<file path="config.mk">
export PLATFORM = sky130hd
export DESIGN_NAME = pipe_stage_skid
export DESIGN_NICKNAME = d
export VERILOG_FILES = /design/src/rtl/pipe_stage_skid.sv
export SDC_FILE = /design/constraint.sdc
export NUM_CORES = 1
export LEC_CHECK = 0
export BUFFER_PORTS_ARGS = -buffer_cell sky130_fd_sc_hd__clkbuf_2
export CAP_MARGIN = 10
export CORE_MARGIN = 1
export CORE_UTILIZATION = 45
export CTS_CLUSTER_SIZE = 24
export DETAILED_ROUTE_END_ITERATION = 16
export HOLD_SLACK_MARGIN = 0.06
export PLACE_DENSITY = 0.72
export RECOVER_POWER = 50
export SYNTH_ARGS = -nofsm -noshare
export SYNTH_HDL_FRONTEND = slang
export SYNTH_SLANG_ARGS = --single-unit
</file>
<file path="constraint.sdc">
create_clock -name clk_i -period 1.7 [get_ports clk_i]
set_input_delay 0.085 -clock clk_i [delete_from_list [all_inputs] [get_ports clk_i]]
set_output_delay 0.085 -clock clk_i [all_outputs]
set_load 0.005 [all_outputs]
</file>
<file path="src/rtl/pipe_stage_skid.sv">
// Valid/ready pipeline stage carrying payload plus exception sideband (type, PC, delay slot).
// Optional skid entry registers in_ready_o so upstream never sees a combinational path from out_ready_i.
module pipe_stage_skid #(
    parameter int unsigned DATA_W     = 64,
    parameter int unsigned EXCP_W     = 32,
    parameter int unsigned SKID_EN    = 1,
    parameter int unsigned ZERO_FLUSH = 1
) (
    input  logic              clk_i,
    input  logic              rst_n_i,
    input  logic              flush_i,
    input  logic              in_valid_i,
    output logic              in_ready_o,
    input  logic [DATA_W-1:0] in_data_i,
    input  logic [EXCP_W-1:0] in_excp_i,
    input  logic [31:0]       in_pc_i,
    input  logic              in_ds_i,
    output logic              out_valid_o,
    input  logic              out_ready_i,
    output logic [DATA_W-1:0] out_data_o,
    output logic [EXCP_W-1:0] out_excp_o,
    output logic [31:0]       out_pc_o,
    output logic              out_ds_o,
    output logic [1:0]        occupancy_o
);

    localparam int unsigned W = DATA_W + EXCP_W + 33;

    // State encoding doubles as the occupancy count.
    localparam logic [1:0] ST_EMPTY = 2'b00;
    localparam logic [1:0] ST_ONE   = 2'b01;
    localparam logic [1:0] ST_FULL  = 2'b10;

    logic [1:0]   state_q, state_d;
    logic [W-1:0] main_q, main_d;
    logic [W-1:0] skid_q, skid_d;
    logic         ready_q, ready_d;
    logic         live_q;
    logic [W-1:0] in_word;
    logic         push, pop;

    assign in_word     = {in_data_i, in_excp_i, in_pc_i, in_ds_i};
    assign out_valid_o = (state_q != ST_EMPTY);
    assign occupancy_o = state_q;
    assign out_data_o  = main_q[W-1 -: DATA_W];
    assign out_excp_o  = main_q[W-DATA_W-1 -: EXCP_W];
    assign out_pc_o    = main_q[32:1];
    assign out_ds_o    = main_q[0];

    // live_q keeps the unregistered variant from accepting during the reset-release cycle.
    assign in_ready_o = (SKID_EN != 0) ? ready_q : (live_q & (~out_valid_o | out_ready_i));

    assign push = in_valid_i & in_ready_o;
    assign pop  = out_valid_o & out_ready_i;

    always_comb begin
        state_d = state_q;
        main_d  = main_q;
        skid_d  = skid_q;
        if (flush_i) begin
            state_d = ST_EMPTY;
            if (ZERO_FLUSH != 0) begin
                main_d = '0;
                skid_d = '0;
            end
        end else begin
            case (state_q)
                ST_EMPTY: begin
                    if (push) begin
                        main_d  = in_word;
                        state_d = ST_ONE;
                    end
                end
                ST_ONE: begin
                    if (push && pop) begin
                        main_d = in_word;
                    end else if (push) begin
                        if (SKID_EN != 0) begin
                            skid_d  = in_word;
                            state_d = ST_FULL;
                        end
                    end else if (pop) begin
                        state_d = ST_EMPTY;
                    end
                end
                ST_FULL: begin
                    if (pop) begin
                        main_d  = skid_q;
                        skid_d  = '0;
                        state_d = ST_ONE;
                    end
                end
                default: state_d = ST_EMPTY;
            endcase
        end
        ready_d = (state_d != ST_FULL);
    end

    always_ff @(posedge clk_i or negedge rst_n_i) begin
        if (!rst_n_i) begin
            state_q <= ST_EMPTY;
            main_q  <= '0;
            skid_q  <= '0;
            ready_q <= 1'b0;
            live_q  <= 1'b0;
        end else begin
            state_q <= state_d;
            main_q  <= main_d;
            skid_q  <= skid_d;
            ready_q <= ready_d;
            live_q  <= 1'b1;
        end
    end

    always_ff @(posedge clk_i) begin
        if (rst_n_i) begin
            assert (state_q != 2'b11);
        end
    end

endmodule
</file>
==> impl_metrics.json <==
{
  "switchingPower_uw": 4170,
  "dr.pass1.iters": 5,
  "final_cells": 1910,
  "sw_frac_of_total_pct": 26.3,
  "max_clock_freq_ghz": 0.573,
  "critPathMaxStageDelay_ns": 0.38,
  "setup_slack_ns": -0.0456,
  "clock-sinks": 261,
  "yosys-top-cells-count": "nand2_1, dfrtp_1, a22oi_1, o21ai_1, o21ai_0",
  "seq_area_frac_synth_pct": 59.6,
  "htreeDepth": 1,
  "finalSetupViolCount": 21,
  "dpl_worst_slack_ns": 0.0461,
  "cts_buffers": 28,
  "grt_max_degree": 67,
  "grt_pass1_vias": 9648,
  "drtAntennaViolNets": 0,
  "cp_cell_sequence": "and3b_2 -> a221oi_4 -> buf_6 -> buf_6 -> clkbuf_16 -> buf_16 -> nand2_2 -> o21ai_2",
  "arrival_ns": 2.20,
  "critPathLaunchType": "flop",
  "clkPwrFrac_pct": 38.3,
  "nets": 1703,
  "boundaryPins": 267,
  "finish.utilization_pct": 68.4,
  "die_w_um": 158,
  "cts_root_buf": "clkbuf_16",
  "violations": "negative setup slack",
  "status": "complete, but fails checks",
  "synth_ff_type": "dfrtp_1",
  "crit_type": "reg2reg",
  "gp_congestion": 0.774,
  "max-clock-path-buffers": 3,
  "skew_ns": 0.00904,
  "drive_gt1_share_pct": 30.2,
  "synthTopCellsByArea": "dfrtp_1, nand2_1, a22oi_1, o21ai_1, o21ai_0",
  "synthesis.nets": 1284,
  "dpl.hpwl_um": 18100,
  "cts_tree": "built",
  "crit_fanout": 8,
  "ys_async_sr_fraction_pct": 100,
  "grt_use_total_pct": 23.9,
  "yosysUniqueCellTypes": 26,
  "syn_avg_cell_area_um2": 9.53,
  "path_clk_slew_ns": 0.06,
  "p_int_uw": 11700,
  "core_um2": 23700,
  "finalPower_uw": 15900,
  "drt_iter0_markers": 692,
  "routed-via-count": 10239,
  "synth_edf_count": 0,
  "die-area_um2": 25000,
  "p_leak_uw": 0.00762,
  "crit_path_end_kind": "flop",
  "cp.required_ns": 2.15,
  "netlist_area_um2": 11000,
  "synth.most_common_cell": "nand2_1",
  "die_h_um": 158,
  "tightest_slew_ns": 0.741,
  "worst_hold_path_type": "in2reg",
  "placed_cells": 1689,
  "yosys.area.top_type": "dfrtp_1",
  "port_buffers": 266,
  "area_growth_pct": 48.0,
  "pwr-share-comb_pct": 16.6,
  "cpMaxStageDelayCell": "dfrtp_1",
  "antenna_found_initial": 0,
  "crit_top_cell": "buf_6",
  "grt_pass1_wl_um": 47800,
  "finalCritPeriodShare_pct": 103,
  "final_hold_viol_count": 0,
  "ys_ff_latch": 261,
  "clock_latency_ns": 0.53,
  "setup_tns_ns": -0.339,
  "rows": 56,
  "avgViaCountPerCell": 5.36,
  "power_density_nw_per_um2": 979,
  "start_util_pct": 46.3,
  "max-cap-violations": 0,
  "vdd_drop_max_v": 0.000726,
  "seqPwrFrac_pct": 45.1,
  "maxSlewHeadroom_pct": 50.6,
  "grt_overflow": 0,
  "wl_per_cell_um": 17.9,
  "diodes": 0,
  "synth_warnings": 0,
  "final_period_minus_worst_setup_slack_ns": 1.75,
  "rsz0062_at_grt": "true",
  "drc": 0,
  "synth_top_area_share_pct": 59.6,
  "final_max_slew_viol_count": 0,
  "synthCells": 1150,
  "drt-total-wl_um": 34200
}
==> worst max-delay path, delay by kind of cell (launching register included) <==
kind / cells / cell delay (ns)
AO/OA/AOI/OAI: 2 / 0.36
buffers and inverters: 4 / 0.60
AND/OR/NAND/NOR: 2 / 0.34
flip-flops: 1 / 0.38
==> power groups by stage <==
| stage | clock network (µW) | logic (µW) | registers (µW) |
|---|---|---|---|
| final | 6080 | 2630 | 7150 |
| after global routing | 6410 | 2890 | 7210 |
| after CTS | 6170 | 2220 | 7110 |
| after floorplan | 0 | 955 | 7170 |
| after global placement | 0 | 1920 | 7190 |
| after detailed placement | 0 | 1970 | 7210 |
==> timing repair <==
item                                    4_1_cts  5_1_grt
hold buffers                                134        0
endpoints found under the hold margin       522        0
resized for setup                             0      139
endpoints found under the setup margin        0      202
setup buffers                                 0       12
==> state kept, by name, summed over array words and instances, names as in the netlist <==
signal	flops
skid_q	129
in_ready_o	1
main_q	129
occupancy_o	2
==> final timing paths <==
check / start / endpoint / slack (ns) / cells past startpoint
hold / removal: in_pc_i[0] / skid_q[1] / 0.35 / 4
setup / recovery: occupancy_o[1] / main_q[128] / -0.05 / 8
max in group asynchronous: rst_n_i / skid_q[118] / 0.18 / 4
setup reg to reg: occupancy_o[1] / main_q[128] / -0.05 / 8
min in group asynchronous: rst_n_i / skid_q[100] / 0.73 / 3
hold reg to reg: skid_q[53] / skid_q[53] / 0.48 / 2
==> per-layer routing <==
metal | global-route usage [%] | routed length (µm) | vias up
met5 | 0 | 0 | -
met4 | 9.02 | 1300 | 0
met3 | 4.16 | 1900 | 98
met2 | 40.5 | 17000 | 398
met1 | 30.4 | 14000 | 4936
li1 | - | - | 4807
==> placed cells by master, fill, tap and decap left out, types with 2 or more instances in the layout <==
master | netlist | layout
nor2_4 | 0 | 2
buf_4 | 1 | 19
buf_8 | 2 | 7
o21ai_1 | 129 | 132
nand2_1 | 389 | 350
dfrtp_1 | 261 | 260
clkbuf_2 | 7 | 264
a221oi_4 | 1 | 2
clkbuf_16 | 0 | 46
nand2_4 | 0 | 9
a22oi_1 | 129 | 129
dlygate4sd3_1 | 0 | 134
buf_12 | 1 | 27
nand2_2 | 0 | 30
buf_16 | 0 | 6
clkbuf_1 | 46 | 9
clkinv_2 | 0 | 4
buf_6 | 11 | 11
clkbuf_8 | 0 | 8
o21ai_2 | 10 | 35
o21ai_0 | 119 | 90
==> cell families after synthesis <==
group	count (synthesis)	share of synthesized area [%]
AOI/OAI and AO/OA	391	21.5
xor gates and xnor gates	1	0.0800
buffers and inverters	99	4.96
DFF	261	59.6
and+or+nand+nor	398	13.8
==> cell type report <==
cell class | count | area (µm²)
sequential | 261 | 6530
clock inverter | 7 | 66.3
inverter | 1 | 3.75
multi-input combinational | 790 | 4170
fill | 1754 | 7470
tap | 319 | 399
clock buffer | 45 | 866
timing repair buffer | 487 | 4180
==> metrics by stage <==
stage	cell area [µm²]	hold slack, ns
after floorplan	11000	-0.211
after global placement	12900	0.0258
after detailed placement	12900	0.0236
after CTS	15200	0.319
after global routing	16200	0.351
final	16200	0.351
Power figures use the tool's default switching activity.
